==> config.mk <==
export PLATFORM = sky130hd
export DESIGN_NAME = board_gpio
export DESIGN_NICKNAME = d
export VERILOG_FILES = /design/src/rtl/board_gpio.sv
export SDC_FILE = /design/constraint.sdc
export NUM_CORES = 1
export LEC_CHECK = 0
export CAP_MARGIN = 30
export CORE_MARGIN = 2
export CORE_UTILIZATION = 35
export DETAILED_ROUTE_END_ITERATION = 12
export SLEW_MARGIN = 20
export SYNTH_ARGS = -nofsm -noshare
export SYNTH_HDL_FRONTEND = slang
export SYNTH_SLANG_ARGS = --single-unit
==> constraint.sdc <==
create_clock -name clk -period 2.8 [get_ports clk]
set_clock_uncertainty 0.1 [all_clocks]
set_input_delay 0.7 -clock clk [delete_from_list [all_inputs] [get_ports clk]]
set_output_delay 0.7 -clock clk [all_outputs]
set_load 0.005 [all_outputs]
==> src/rtl/board_gpio.sv <==
// Board switch/LED front end: synchronises, debounces and edge-detects switch pins,
// drives polarity-corrected LED pins and exposes everything through a small register bus.
module board_gpio #(
    parameter int N_SW            = 6,
    parameter int N_LED           = 6,
    parameter int DEBOUNCE_CYCLES = 270000,
    parameter int SW_ACTIVE_LOW   = 1,
    parameter int LED_ACTIVE_LOW  = 1,
    parameter logic [N_LED-1:0] LED_RESET = '0
) (
    input  logic              clk,
    input  logic              rst_n,
    input  logic [N_SW-1:0]   switch_n,
    output logic [N_LED-1:0]  led_n,
    input  logic              bus_req,
    input  logic              bus_we,
    input  logic [2:0]        bus_addr,
    input  logic [31:0]       bus_wdata,
    output logic [31:0]       bus_rdata,
    output logic              bus_ack,
    output logic              irq
);

    localparam int CW = $clog2(DEBOUNCE_CYCLES);
    localparam logic [CW-1:0]    CNT_LAST    = CW'(DEBOUNCE_CYCLES - 1);
    localparam logic [N_SW-1:0]  SW_INACTIVE = (SW_ACTIVE_LOW != 0) ? '1 : '0;
    localparam logic [N_LED-1:0] LED_MASK    = (LED_ACTIVE_LOW != 0) ? '1 : '0;

    localparam logic [2:0] REG_SW_STATE = 3'd0;
    localparam logic [2:0] REG_SW_EDGE  = 3'd1;
    localparam logic [2:0] REG_LED_OUT  = 3'd2;
    localparam logic [2:0] REG_LED_SET  = 3'd3;
    localparam logic [2:0] REG_LED_CLR  = 3'd4;
    localparam logic [2:0] REG_IRQ_EN   = 3'd5;

    logic [N_SW-1:0]  sync_a;
    logic [N_SW-1:0]  sync_b;
    logic [N_SW-1:0]  logical;
    logic [N_SW-1:0]  stable;
    logic [N_SW-1:0]  stable_d;
    logic [N_SW-1:0]  rise;
    logic [N_SW-1:0]  edge_bits;
    logic [N_SW-1:0]  clr_mask;
    logic [N_SW-1:0]  irq_en;
    logic [N_SW-1:0]  irq_en_next;
    logic [N_SW-1:0]  wdata_sw;
    logic [N_LED-1:0] led_reg;
    logic [N_LED-1:0] led_next;
    logic [N_LED-1:0] wdata_led;
    logic [31:0]      read_value;
    logic             access;
    logic             wdata_unused;

    // Sync flops reset to the idle pin level so no phantom press appears at reset release.
    always_ff @(posedge clk or negedge rst_n) begin
        if (!rst_n) begin
            sync_a <= SW_INACTIVE;
            sync_b <= SW_INACTIVE;
        end else begin
            sync_a <= switch_n;
            sync_b <= sync_a;
        end
    end

    assign logical = sync_b ^ SW_INACTIVE;

    for (genvar i = 0; i < N_SW; i++) begin : g_debounce
        logic [CW-1:0] count;
        logic          stable_bit;

        always_ff @(posedge clk or negedge rst_n) begin
            if (!rst_n) begin
                count      <= '0;
                stable_bit <= 1'b0;
            end else if (logical[i] == stable_bit) begin
                count <= '0;
            end else if (count == CNT_LAST) begin
                count      <= '0;
                stable_bit <= logical[i];
            end else begin
                count <= count + CW'(1);
            end
        end

        assign stable[i] = stable_bit;
    end

    assign access       = bus_req & ~bus_ack;
    assign wdata_sw     = bus_wdata[N_SW-1:0];
    assign wdata_led    = bus_wdata[N_LED-1:0];
    assign wdata_unused = ^bus_wdata;
    assign rise         = stable & ~stable_d;
    assign clr_mask     = (access && bus_we && bus_addr == REG_SW_EDGE) ? wdata_sw : '0;

    always_comb begin
        read_value = '0;
        case (bus_addr)
            REG_SW_STATE: read_value[N_SW-1:0]  = stable;
            REG_SW_EDGE:  read_value[N_SW-1:0]  = edge_bits;
            REG_LED_OUT:  read_value[N_LED-1:0] = led_reg;
            REG_IRQ_EN:   read_value[N_SW-1:0]  = irq_en;
            default:      read_value = '0;
        endcase
    end

    always_comb begin
        led_next    = led_reg;
        irq_en_next = irq_en;
        if (access && bus_we) begin
            case (bus_addr)
                REG_LED_OUT: led_next    = wdata_led;
                REG_LED_SET: led_next    = led_reg | wdata_led;
                REG_LED_CLR: led_next    = led_reg & ~wdata_led;
                REG_IRQ_EN:  irq_en_next = wdata_sw;
                default:     led_next    = led_reg;
            endcase
        end
    end

    // A rising edge arriving together with a W1C clear wins, so no press is lost.
    always_ff @(posedge clk or negedge rst_n) begin
        if (!rst_n) begin
            stable_d  <= '0;
            edge_bits <= '0;
            irq_en    <= '0;
            irq       <= 1'b0;
        end else begin
            stable_d  <= stable;
            edge_bits <= (edge_bits & ~clr_mask) | rise;
            irq_en    <= irq_en_next;
            irq       <= |(edge_bits & irq_en);
        end
    end

    always_ff @(posedge clk or negedge rst_n) begin
        if (!rst_n) begin
            led_reg <= LED_RESET;
            led_n   <= LED_RESET ^ LED_MASK;
        end else begin
            led_reg <= led_next;
            led_n   <= led_reg ^ LED_MASK;
        end
    end

    // The ack cycle itself never starts an access, so a held request alternates.
    always_ff @(posedge clk or negedge rst_n) begin
        if (!rst_n) begin
            bus_ack   <= 1'b0;
            bus_rdata <= '0;
        end else begin
            bus_ack   <= access;
            bus_rdata <= (access && !bus_we) ? read_value : '0;
        end
    end

endmodule
==> results by group <==
Floorplan
  – # rows: 55
  – Top Ports: 85
  – Starting density of the core: 0.3563
  – Die Ht: approximately 160 um
  – Die area: 24280 sq um
  – CORE AREA: 22640 sq um
  – Die Wd: between 150 and 200 um

STA
  – Post-route setup slack: approximately 460 ps
  – Slew HR: 0.6608
  – Final worst-path cycle share: 0.8369
  – Minimum hold slack: ~120 ps
  – Hold Vio Cnt, Final: 0
  – RSZ-0062 raised after global routing: no
  – Tmin final: ~2300 ps
  – Max Clk Rate: 426.7 MHz
  – Least-Margin Pin Slew: slightly above 500 ps
  – Setup_tns: 0 ps
  – Max Transition Viols Final: 0
  – Endpoints failing setup: 0

Power and ir drop
  – Power Density: roughly 570 nW/um^2
  – Logic gate share of total power: 0.067
  – Internal: 3.993 mW
  – Register share of total power: 0.501
  – Peak VDD IR: 0.3228 mV
  – Switch Pwr: around 1.3 mW
  – Leak: roughly 3.9 nW
  – Sw Share: 0.2467
  – Clock Power Share: 0.431

Synthesis
  – Synthesized instance count: 789
  – Post-synthesis async set-or-reset flop share: 1.000
  – Cell Area, Synth: just over 8000 sq um
  – Register bit total from synthesis: 170
  – Synth Flop Type: dfrtp_1
  – EDFF count, synth: 0
  – Yosys warning count: 0
  – Cell variety after synth: between 50 and 60
  – Sequential area share after synthesis: 0.5302
  – Avg Inst Size Synth: between 10 and 15 sq um

Critical path
  – Critical Path AT: approximately 2600 ps
  – WS Path Type: reg -> reg
  – R2R Setup Slk: 460 ps
  – Max FO, Critical Path: 9
  – CP startpoint kind: register
  – Required @ worst endpoint: about 3000 ps
  – CP Capture Type: register

Clock network
  – H-tree lvl count: 4
  – Clock Latency Late Sink: approximately 430 ps
  – Max Buffers Root-to-Sink: 2
  – CTS tree: yes
  – Postcts setup bufs: 0
  – Post-cts sizing count: 0
  – Num Clock Sinks: 170
  – Total CTS buffers: 17
  – Root Driver: clkbuf_16
  – Hold_buf cts: 0
  – Clock transition at path regs: approximately 70 ps

Final layout
  – Largest register FFs: ~110
  – Post-Layout Cell Count: 1140
  – Fill cells: 2173
  – Area grow syn2layout: 15.57%
  – Layout net count: ~890
  – Layout cell share with drive strength beyond 1: 0.1088
  – Cell area after layout: between 9000 and 10000 sq um
  – Top reg by flops: g_debounce.count
  – Diode count: 0

Global routing
  – Initial antenna violation count: 0
  – Gr ovfl total: 0
  – First-pass GRT wire length: 28060 um
  – Total track usage: 0.1449
  – Vias in the first global route: around 5500
  – Largest net degree at the start of global routing: between 50 and 60

Worst hold path
  – Hold/Removal Path Class: in -> async

Place
  – Placed insts: between 1000 and 1500
  – HPWL after DPL: about 11000 um
  – Dpl ws: 216.9 ps
  – Placed Area: a little under 9000 sq um
  – IO buf count: 32
  – Gpl congestion: about 0.76

Drt
  – Initial DRC Count: about 240
  – Final ANT Viol Nets: 0
  – DR pass1 iterations: 6
  – Vias post-DR: around 5600
  – Final WL: approximately 16000 um
  – Vias/cell: 4.946
  – Drt wl/cell: roughly 14 um
  – DRC violations left: 0

Job
  – Max-capacitance violation count: 0

Status
  – Status: finished clean
==> synth_stat cells (20+ instances only) <==
| library cell | n | area, sq um |
|---|---|---|
| dfrtp_1 | 152 | 3804 |
| nor2_1 | 124 | 465.5 |
| xnor2_1 | 55 | 481.7 |
| nand2_1 | 42 | 157.7 |
| nand3_1 | 41 | 205.2 |
| xor2_1 | 39 | 341.6 |
| nand4_1 | 38 | 237.7 |
| inv_1 | 35 | 131.4 |
| buf_4 | 27 | 202.7 |
| nor4_1 | 22 | 137.6 |
| o21ai_0 | 21 | 105.1 |
| clkbuf_1 | 20 | 75.07 |
==> layer usage <==
layer  global-route usage  routed length [um]  vias up
li1                     -                   -     2810
met1               0.1996                7934     2746
met2               0.2227                7455       71
met3              0.04472                 591       11
met4              0.03757                 128        0
met5                    0                   0        -
==> worst max-delay path: stages, from the launching register on <==
cell and delay (ps):
dfrtp_1 390, ha_1 240, nand3_4 160, or4b_4 570, o41ai_4 480, buf_4 230, a21oi_1 50
==> kinds of logic (layout without fill, tap and decap cells) <==
group / Yosys count / count (layout) / share of synthesized area
and+or+nand+nor: 344 / 344 / 0.2187
muxes: 15 / 15 / 0.01954
xor gates and xnor gates: 94 / 94 / 0.1021
adders and majority gates: 6 / 6 / 0.009306
AOI/OAI and AO/OA: 74 / 74 / 0.06639
other: 1 / 26 / 0.0004649
DFF: 170 / 170 / 0.5302
buffers and inverters: 85 / 126 / 0.05336
==> worst paths after layout <==
kind / start / end / depth (start not counted)
max reg2reg: g_debounce[2].count[0]$_DFF_PN0_ / g_debounce[2].count[18]$_DFF_PN0_ / 6
min in group clk: sync_a[4]$_DFF_PN1_ / sync_b[4]$_DFF_PN1_ / 0
min: rst_n / g_debounce[0].count[10]$_DFF_PN0_ / 1
max: g_debounce[2].count[0]$_DFF_PN0_ / g_debounce[2].count[18]$_DFF_PN0_ / 6
max in group asynchronous: rst_n / led_n[3]$_DFF_PN1_ / 2
min reg2reg: sync_a[4]$_DFF_PN1_ / sync_b[4]$_DFF_PN1_ / 0
==> cells in the final DEF (no fill, tap or decap), drive strengths merged, types with 4 or more instances in the layout <==
cell / synthesis / layout
xor2: 39 / 39
dfstp: 18 / 18
and4: 15 / 15
mux2: 6 / 6
clkinvlp: 0 / 5
or4b: 4 / 4
a21oi: 12 / 12
a22o: 10 / 10
o22a: 6 / 6
nor3: 14 / 14
clkbuf: 20 / 17
nor2: 124 / 124
nand2: 42 / 42
nor4: 22 / 22
and2: 5 / 5
xnor2: 55 / 55
conb: 1 / 26
nand4: 38 / 38
dfrtp: 152 / 152
buf: 30 / 28
clkinv: 0 / 4
nand3: 42 / 42
clkdlybuf4s50: 0 / 31
mux2i: 9 / 9
o21ai: 25 / 25
a2bb2oi: 6 / 6
o31ai: 5 / 5
and3: 8 / 8
or3: 13 / 13
inv: 35 / 40
ha: 6 / 6
or4: 5 / 5
==> area by class of cell <==
type	count	area, sq um	share of cell area
Clock buffer	17	425.4	0.04563
Multi-Input combinational cell	559	3453	0.3704
Sequential cell	170	4277	0.4587
Clock inverter	15	142.6	0.01530
Timing Repair Buffer	59	536.8	0.05758
Inverter	35	131.4	0.01409
Tap cell	285	356.6	0.03825
==> per-stage QoR <==
stage	total power [mW]	utilization
final	5.300	0.4118
after global routing	5.561	0.4118
after global placement	3.063	0.3867
after floorplan	2.878	-
after CTS	5.385	0.4118
after detailed placement	3.069	0.3867
==> power by group through the flow <==
stage / clock network, mW / registers, mW / logic [mW]
floorplan: 0 / 2.68 / 0.195
global placement: 0 / 2.70 / 0.362
detailed placement: 0 / 2.70 / 0.365
CTS: 2.36 / 2.66 / 0.368
global route: 2.48 / 2.67 / 0.407
finish: 2.29 / 2.66 / 0.357
Power figures use the tool's default switching activity.
